`src/rtl/cordic_pkg.sv`:
```
// Shared definitions for the rotation/vectoring CORDIC pair: FSM encoding,
// Q2.14 constants, arctangent table and the 16-bit saturation helper.
package cordic_pkg;

    typedef enum logic [1:0] {
        ST_IDLE  = 2'b00,
        ST_BUSY  = 2'b01,
        ST_SCALE = 2'b10,
        ST_DONE  = 2'b11
    } state_e;

    localparam logic signed [15:0] HALF_PI  = 16'sd25736;
    localparam logic signed [15:0] KINV_DEF = 16'sd9949;

    // atan(2^-i) in Q2.14
    localparam logic signed [15:0] ATAN_TBL [0:15] = '{
        16'sd12868, 16'sd7596, 16'sd4013, 16'sd2037,
        16'sd1022,  16'sd512,  16'sd256,  16'sd128,
        16'sd64,    16'sd32,   16'sd16,   16'sd8,
        16'sd4,     16'sd2,    16'sd1,    16'sd0
    };

    function automatic logic signed [15:0] sat16(input logic signed [33:0] v);
        if (v > 34'sd32767)
            return 16'sd32767;
        else if (v < -34'sd32768)
            return -16'sd32768;
        else
            return v[15:0];
    endfunction

endpackage

```
`src/rtl/cordic_rotation_if.sv`:
```
// Operand/result handshake bundle for the rotation CORDIC.
interface cordic_rotation_if;

    logic signed [15:0] x_in;
    logic signed [15:0] y_in;
    logic signed [15:0] theta_in;
    logic               operands_val;
    logic               in_ready;
    logic signed [15:0] x_out;
    logic signed [15:0] y_out;
    logic               out_valid;
    logic               ack;

    modport master (
        output x_in, y_in, theta_in, operands_val, ack,
        input  in_ready, x_out, y_out, out_valid
    );

    modport slave (
        input  x_in, y_in, theta_in, operands_val, ack,
        output in_ready, x_out, y_out, out_valid
    );

endinterface

```
`src/rtl/cordic_atan_lut.sv`:
```
// Combinational arctangent lookup, indexed by micro-rotation number.
module cordic_atan_lut
    import cordic_pkg::*;
(
    input  logic        [3:0]  i_idx,
    output logic signed [15:0] o_atan
);

    assign o_atan = ATAN_TBL[i_idx];

endmodule

```
`src/rtl/cordic_rotation.sv`:
```
// Iterative rotation-mode CORDIC: rotates (x_in, y_in) by theta_in with
// quadrant pre-rotation, ITER micro-rotations and a final 1/K scale.
module cordic_rotation
    import cordic_pkg::*;
#(
    parameter int                 ITER = 16,
    parameter logic signed [15:0] KINV = KINV_DEF
)
(
    input  logic               Clk,
    input  logic               Rst_n,
    cordic_rotation_if.slave   bus
);

    localparam logic [3:0] LAST_I = 4'(ITER - 1);

    state_e              r_state;
    state_e              w_next;
    logic signed [17:0]  r_x;
    logic signed [17:0]  r_y;
    logic signed [15:0]  r_z;
    logic        [3:0]   r_i;
    logic signed [15:0]  r_xo;
    logic signed [15:0]  r_yo;

    logic                w_cap;
    logic                w_step;
    logic                w_scale;
    logic                w_in_ready;
    logic                w_out_valid;
    logic signed [15:0]  w_atan;
    logic signed [17:0]  w_xs;
    logic signed [17:0]  w_ys;
    logic signed [17:0]  w_xin18;
    logic signed [17:0]  w_yin18;
    logic signed [17:0]  w_x0;
    logic signed [17:0]  w_y0;
    logic signed [15:0]  w_z0;
    logic signed [33:0]  w_px;
    logic signed [33:0]  w_py;

    cordic_atan_lut u_atan (
        .i_idx  (r_i),
        .o_atan (w_atan)
    );

    // ---------------- FSM ----------------
    always_ff @(posedge Clk or negedge Rst_n) begin
        if (!Rst_n)
            r_state <= ST_IDLE;
        else
            r_state <= w_next;
    end

    always_comb begin
        w_next = r_state;
        unique case (r_state)
            ST_IDLE:  if (bus.operands_val) w_next = ST_BUSY;
            ST_BUSY:  if (r_i == LAST_I)    w_next = ST_SCALE;
            ST_SCALE:                       w_next = ST_DONE;
            ST_DONE:  if (bus.ack)          w_next = ST_IDLE;
            default:                        w_next = ST_IDLE;
        endcase
    end

    always_comb begin
        w_cap       = 1'b0;
        w_step      = 1'b0;
        w_scale     = 1'b0;
        w_in_ready  = 1'b0;
        w_out_valid = 1'b0;
        unique case (r_state)
            ST_IDLE: begin
                w_in_ready = 1'b1;
                w_cap      = bus.operands_val;
            end
            ST_BUSY:  w_step      = 1'b1;
            ST_SCALE: w_scale     = 1'b1;
            ST_DONE:  w_out_valid = 1'b1;
            default:  w_in_ready  = 1'b0;
        endcase
    end

    assign bus.in_ready  = w_in_ready;
    assign bus.out_valid = w_out_valid;
    assign bus.x_out     = r_xo;
    assign bus.y_out     = r_yo;

    // ---------------- datapath ----------------
    assign w_xin18 = {{2{bus.x_in[15]}}, bus.x_in};
    assign w_yin18 = {{2{bus.y_in[15]}}, bus.y_in};

    // Fold angles beyond +-pi/2 by an exact quarter turn so the residual
    // stays inside the table's convergence range.
    always_comb begin
        w_x0 = w_xin18;
        w_y0 = w_yin18;
        w_z0 = bus.theta_in;
        if (bus.theta_in > HALF_PI) begin
            w_x0 = -w_yin18;
            w_y0 = w_xin18;
            w_z0 = bus.theta_in - HALF_PI;
        end else if (bus.theta_in < -HALF_PI) begin
            w_x0 = w_yin18;
            w_y0 = -w_xin18;
            w_z0 = bus.theta_in + HALF_PI;
        end
    end

    assign w_xs = r_x >>> r_i;
    assign w_ys = r_y >>> r_i;
    assign w_px = 34'(r_x) * 34'(KINV);
    assign w_py = 34'(r_y) * 34'(KINV);

    always_ff @(posedge Clk or negedge Rst_n) begin
        if (!Rst_n) begin
            r_x  <= '0;
            r_y  <= '0;
            r_z  <= '0;
            r_i  <= '0;
            r_xo <= '0;
            r_yo <= '0;
        end else begin
            if (w_cap) begin
                r_x <= w_x0;
                r_y <= w_y0;
                r_z <= w_z0;
                r_i <= '0;
            end else if (w_step) begin
                if (!r_z[15]) begin
                    r_x <= r_x - w_ys;
                    r_y <= r_y + w_xs;
                    r_z <= r_z - w_atan;
                end else begin
                    r_x <= r_x + w_ys;
                    r_y <= r_y - w_xs;
                    r_z <= r_z + w_atan;
                end
                r_i <= r_i + 4'd1;
            end
            if (w_scale) begin
                r_xo <= sat16(w_px >>> 14);
                r_yo <= sat16(w_py >>> 14);
            end
        end
    end

endmodule

```
`src/flat_wrapper.sv`:
```
// flat-port wrapper written by rule: the top's interface ports become plain ports
module cordic_rotation_flat import cordic_pkg::*;
#(
    parameter int                 ITER = 16,
    parameter logic signed [15:0] KINV = KINV_DEF
)
  (Clk, Rst_n, bus_x_in, bus_y_in, bus_theta_in, bus_operands_val, bus_ack, bus_in_ready, bus_x_out, bus_y_out, bus_out_valid);
  cordic_rotation_if bus_i ();
  input  logic Clk;
  input  logic Rst_n;
  input wire logic [$bits(bus_i.x_in)-1:0] bus_x_in;
  input wire logic [$bits(bus_i.y_in)-1:0] bus_y_in;
  input wire logic [$bits(bus_i.theta_in)-1:0] bus_theta_in;
  input wire logic [$bits(bus_i.operands_val)-1:0] bus_operands_val;
  input wire logic [$bits(bus_i.ack)-1:0] bus_ack;
  output wire logic [$bits(bus_i.in_ready)-1:0] bus_in_ready;
  output wire logic [$bits(bus_i.x_out)-1:0] bus_x_out;
  output wire logic [$bits(bus_i.y_out)-1:0] bus_y_out;
  output wire logic [$bits(bus_i.out_valid)-1:0] bus_out_valid;
  assign bus_i.x_in = bus_x_in;
  assign bus_i.y_in = bus_y_in;
  assign bus_i.theta_in = bus_theta_in;
  assign bus_i.operands_val = bus_operands_val;
  assign bus_i.ack = bus_ack;
  assign bus_in_ready = bus_i.in_ready;
  assign bus_x_out = bus_i.x_out;
  assign bus_y_out = bus_i.y_out;
  assign bus_out_valid = bus_i.out_valid;
  cordic_rotation #(.ITER(ITER), .KINV(KINV)) u_core (.Clk(Clk), .Rst_n(Rst_n), .bus(bus_i));
endmodule
```
`config.mk`:
```
export PLATFORM = sky130hd
export DESIGN_NAME = cordic_rotation_flat
export DESIGN_NICKNAME = d
export VERILOG_FILES = /design/src/rtl/cordic_pkg.sv /design/src/rtl/cordic_rotation_if.sv /design/src/rtl/cordic_atan_lut.sv /design/src/rtl/cordic_rotation.sv /design/src/flat_wrapper.sv
export SDC_FILE = /design/constraint.sdc
export NUM_CORES = 1
export LEC_CHECK = 0
export ABC_AREA = 1
export CORE_ASPECT_RATIO = 0.5
export CORE_MARGIN = 10
export CORE_UTILIZATION = 55
export DETAILED_ROUTE_END_ITERATION = 12
export HOLD_SLACK_MARGIN = 0.12
export PLACE_DENSITY_LB_ADDON = 0.3
export SETUP_SLACK_MARGIN = 0.15
export SLEW_MARGIN = 20
export SYNTH_ARGS = -nofsm -noshare
export SYNTH_HDL_FRONTEND = slang
export SYNTH_HIERARCHICAL = 1
export SYNTH_SLANG_ARGS = --single-unit
```
`constraint.sdc`:
```
create_clock -name Clk -period 7.8 [get_ports Clk]
set_input_delay 1.95 -clock Clk [delete_from_list [all_inputs] [get_ports Clk]]
set_output_delay 1.95 -clock Clk [all_outputs]
set_load 0.1 [all_outputs]
```
==> results of run 1 <==
worst max-delay path by stage:
stage,start,to,slack (ps),cells after the start
after floorplan,u_core/r_x[17],u_core/bus.x_out[10],2420,22
after global placement,u_core/r_y[6],u_core/bus.y_out[3],1530,22
after detailed placement,u_core/r_y[8],u_core/bus.y_out[14],1420,22
after CTS,u_core/r_y[8],u_core/bus.y_out[11],1410,22
after global routing,u_core/r_y[8],u_core/bus.y_out[14],940,22
final,u_core/r_y[7],u_core/bus.y_out[11],1300,22
registers in the layout (all words and copies together), names as in the netlist:
signal / count
u_core/bus.y_out: 16
u_core/r_i: 4
u_core/bus.x_out: 16
u_core/r_y: 18
u_core/r_x: 18
u_core/r_z: 16
u_core/r_state: 2
worst min-delay path: stages, from the launching register on:
cell and delay, ps:
dfrtp_1 350, nor2_1 40, a21oi_1 90
logic make-up after synthesis:
kind of cell    count (synthesis)  synth area share (%)
simple gates                 1148                  22.7
buf+inv                       681                  12.1
fa+ha+maj                     525                  37.8
compound gates                503                  12.8
xor+xnor                      108                  4.28
flops                          90                  10.2
other cells                     1                0.0170
cells in the mapped netlist, types with 5 or more instances:
cell type	instances	area share (%)
o31ai_1	8	0.27
dfrtp_1	90	10
xor2_1	76	3.0
buf_6	8	0.41
ha_1	286	16
xnor2_1	32	1.3
o21a_1	5	0.17
o22ai_1	6	0.17
nor2_2	5	0.14
nand3_2	18	0.82
nand3_1	237	5.4
o211ai_1	24	0.82
o21bai_1	8	0.27
nand2_2	33	0.93
nor3_1	29	0.66
buf_4	8	0.27
a21oi_1	210	4.8
fa_1	239	22
o21ai_0	150	3.4
nor2_1	219	3.7
inv_2	9	0.15
inv_1	595	10
nand4_1	19	0.54
or2_2	6	0.17
a21o_1	17	0.58
nand3b_1	6	0.20
clkbuf_1	30	0.51
buf_2	23	0.52
o21ai_1	13	0.29
nand2_1	561	9.5
a31oi_1	32	0.91
layer usage:
layer	vias to the layer above	GRT usage [%]
met5	-	0
met4	2	7.35
met3	116	5.96
met2	871	40.9
met1	9716	37.9
li1	9858	-
through the flow:
stage          setup slack, ps  std cells  hold WS (ps)  utilization (%)  instance area (um^2)
3_3_place_gp              1530       3610           496             59.3                 23300
6_report                  1300       3626           526             60.1                 23600
2_1_floorplan             2420       3057           476                -                 22100
3_5_place_dp              1420       3610           513             59.3                 23300
4_1_cts                   1410       3626           534             60.1                 23600
5_1_grt                    938       3626           548             60.1                 23600
layout make-up:
class | instances | share of cell area [%]
Clock buffer | 9 | 0.954
Clock inverter | 7 | 0.344
Inverter | 608 | 9.70
Multi-Input combinational cell | 2286 | 72.7
Sequential cell | 90 | 9.54
Tap cell | 530 | 2.81
Timing Repair Buffer | 96 | 3.94
==> impl_metrics.ini, run 1 <==
[timing]
finalHoldViolations = 0
min_period_over_period_pct = 83.3
grt_setup_unrepaired = false
setup_viol_count_final = 0
worst_pin_slew_ps = 1040
tns_ps = 0
skew_ps = 19.4
fmax_mhz = 154
finalMaxSlewViolations = 0
relSlewSlack_pct = 30.5
finalCriticalPeriod_ps = 6500

[clock_network]
post_cts_buffers = 0
clock_path_buffers = 2
cts_sinks = 90
path_clk_slew_ps = 90
cts_htree_levels = 3
numCtsBuffers = 9
clock_latency_ps = 400
cts_tree = yes
ctsHoldBuffers = 0
clockRootBuffer = clkbuf_16
cts_resized = 0

[grt]
gr-usage-all-layers_pct = 26.9
grt_first_pass_wirelength_mm = 107
antenna_found_initial = 1
grt_max_degree = 55
grt_pass1_vias = 19900
grt_overflow = 0

[drt]
drc = 0
met2_length_mm = 28.0
wire_per_inst_um = 18.2
first_iter_violations = 2255
avgViaCountPerCell = 5.67
dr.pass1.iters = 7
wirelength_mm = 66.0
topRoutingLayerUsed = met5
wirelength_met1_mm = 29.8
via_count = 20600
wl_met3_mm = 6.35
antenna_left = 0

[die]
io_pins = 86
core_um2 = 39300
rows = 51
die_h_um = 162
start_util_pct = 56.2
die_w_um = 304
die_area_um2 = 49100

[hold_path]
whs_path_depth = 2
hp-start = u_core/bus.y_out[9]
hold_end = u_core/bus.y_out[9]
hold_path.class = flip-flop to flip-flop

[worst_setup_path]
path_class = flip-flop to flip-flop
crit_chain = ha_1 > inv_1 > fa_1 > fa_1 > fa_1 > inv_1 > fa_1 > inv_1 > fa_1 > inv_1 > ha_1 > nand2_1 > nor2_1 > nand2_1 > o21ai_0 > nand3_1 > nand2_1 > nand2_1 > nand2_1 > nand3_1 > a21oi_2 > a21oi_1
crit_path_end_kind = flip-flop
path_buf_inv = 4
reg2reg_from = u_core/r_y[7]
worstPathArrival_ps = 6750
start_kind = flip-flop
crit_required_ps = 8050
reg2reg_setup_slack_ps = 1300
max_stage_delay_ps = 620
r2r_cells = 22
r2r_end = u_core/bus.y_out[11]
crit_fanout = 15
path_delay_family = adder cells
crit_path_top_delay_cell = dfrtp_1

[run_status]
status = finished, final reports clean

[layout]
layout_common_cells = inv_1 (594), nand2_1 (561), ha_1 (286)
multi_input_area_um2 = 17200
final_common_cell = inv_1
layout-area-overhead-vs-synth_pct = 6.84
diodes = 0
ff_latch_area_um2 = 2250
nFillCells = 3698
nets = 3668
drive_above_1_share_pct = 3.88

[synthesis]
synth_ff_type = dfrtp_1
yosys.cell_types.count = 56
ys_async_sr_fraction_pct = 100
synth_area_per_cell_um2 = 7.23
yosysSeqAreaShare_pct = 10.2
ys_warn_count = 6
synthCells = 3056
syn-cell-area_um2 = 22100
ys_ff_latch = 90
synth_edf_count = 0

[placed_design]
finalWeightedCongestion = 0.960
hpwl_mm = 53.3
io_buffers = 85

[flow_run]
drv_cap = 0
Power of run 1 is not shown: default switching activity piles up to over one toggle a cycle in this logic, so the estimate is an artifact.
==> inputs of run 2 (changes only) <==
- clock period: 7.8 -> 6.6 ns (I/O delays scaled with it)
==> run 2 against run 1 <==
Against the previous run: die area is the same; global-route usage grew 0.66 points; critical endpoint is now u_core/bus.x_out[11]; count of clock-buffer cells in the layout grew 1; largest cell class unchanged; cell count grew 0.66%; register-to-register slack lost 800 ps; maximum frequency grew 6.6%; wire length grew 2.8%; final area grew 0.96%; clock skew shrank 5.7 ps; hold slack lost 5.7 ps; first-iteration DRC count shrank 2.4%; sequential share of layout area is essentially flat.
==> impl_metrics.ini, run 2 (synthesis results as in run 1) <==
[timing]
grt_setup_unrepaired = false
finalMaxSlewViolations = 0
setup_slack_ps = 505
relSlewSlack_pct = 30.7
tns_ps = 0
fmax_mhz = 164
skew_ps = 13.7
finalHoldViolations = 0
worst_pin_slew_ps = 1040
min_period_over_period_pct = 92.3
setup_viol_count_final = 0
finalCriticalPeriod_ps = 6090

[clock_network]
clockRootBuffer = clkbuf_16
path_clk_slew_ps = 80
post_cts_buffers = 0
cts_tree = yes
numCtsBuffers = 9
clock_path_buffers = 2
cts_sinks = 90
cts_htree_levels = 3
clock_latency_ps = 390

[drt]
drc = 0
wire_per_inst_um = 18.6
avgViaCountPerCell = 5.63
antenna_left = 0
via_count = 20500
wirelength_mm = 67.8
dr.pass1.iters = 6
first_iter_violations = 2202

[placed_design]
hpwl_mm = 55.6
io_buffers = 85
pre_cts_slack_ps = 379
dp_cells = 3633
finalWeightedCongestion = 1.03

[die]
io_pins = 86
rows = 51
start_util_pct = 56.2
die_h_um = 162
die_area_um2 = 49100
core_um2 = 39300
die_w_um = 304

[layout]
layout-area-overhead-vs-synth_pct = 7.86
final_common_cell = inv_1
ff_latch_area_um2 = 2260
nets = 3691
reg_top3 = u_core/r_x x18, u_core/r_y x18
drive_above_1_share_pct = 4.91
finalNonFillerCells = 3650
nFillCells = 3642
layout_common_cells = inv_1 (594), nand2_1 (561), ha_1 (286)
multi_input_area_um2 = 17200

[worst_setup_path]
start_kind = flip-flop
worstPathArrival_ps = 6340
crit_required_ps = 6840
path_class = flip-flop to flip-flop
crit_fanout = 15
crit_path_end_kind = flip-flop

[grt]
grt_first_pass_wirelength_mm = 107
grt_overflow = 0
grt_max_degree = 57
gr-usage-all-layers_pct = 27.6
antenna_found_initial = 3
grt_pass1_vias = 19700

[flow_run]
drv_cap = 0

[hold_path]
hold_path.class = flip-flop to flip-flop

[run_status]
status = finished, final reports clean
run 2: layout make-up:
cell class	count	area share, %
Multi-Input combinational cell	2286	72.1
Inverter	608	9.60
Sequential cell	90	9.49
Timing Repair Buffer	119	4.63
Tap cell	530	2.78
Clock buffer	10	1.00
Clock inverter	6	0.404
Antenna cell	1	0.0105
run 2: stage by stage:
stage	utilization [%]	cell area, um^2	hold slack (ps)
final	60.7	23800	520
after floorplan	-	22100	476
after detailed placement	59.7	23500	502
after CTS	60.6	23800	523
after global placement	59.7	23500	478
after global routing	60.7	23800	546
run 2: critical path, cell delays in order (launching register included):
cell     delay (ps)
dfrtp_1         670
ha_1            300
inv_1           110
fa_1            570
fa_1            440
fa_1            490
inv_1            50
fa_1            530
inv_1            50
fa_1            530
inv_1            50
ha_1            360
nand2_1          90
nor2_1          140
nand4_1          90
o21ai_0         360
nand4_1         240
nand2_1         140
nand2_1          50
nand2_1          60
nand3_1         110
a21oi_4         380
a21oi_1         120
run 2: repair_timing:
item,CTS,global route
hold buffers,0,0
resized for setup,0,11
endpoints found under the hold margin,0,0
endpoints found under the setup margin,0,30
run 2: per-layer routing:
metal,wire length [um],track usage (%),vias to the layer above,part of all wire (%)
met5,50,0.827,-,0.074
met1,30600,39.2,9651,45
met2,26900,38.5,898,40
met4,2040,8.39,2,3.0
li1,-,-,9909,-
met3,8240,9.42,83,12
run 2: final timing paths:
check	from	endpoint	slack, ps	cells past startpoint
min in group asynchronous	Rst_n	u_core/bus.x_out[8]	1230	1
max reg2reg	u_core/r_x[6]	u_core/bus.x_out[11]	510	22
max in group asynchronous	Rst_n	u_core/r_y[16]	4050	2
min reg2reg	u_core/r_z[0]	u_core/r_z[0]	520	2
max	u_core/r_x[6]	u_core/bus.x_out[11]	510	22
min	u_core/r_z[0]	u_core/r_z[0]	520	2
Power of run 2 is left out for the same reason.
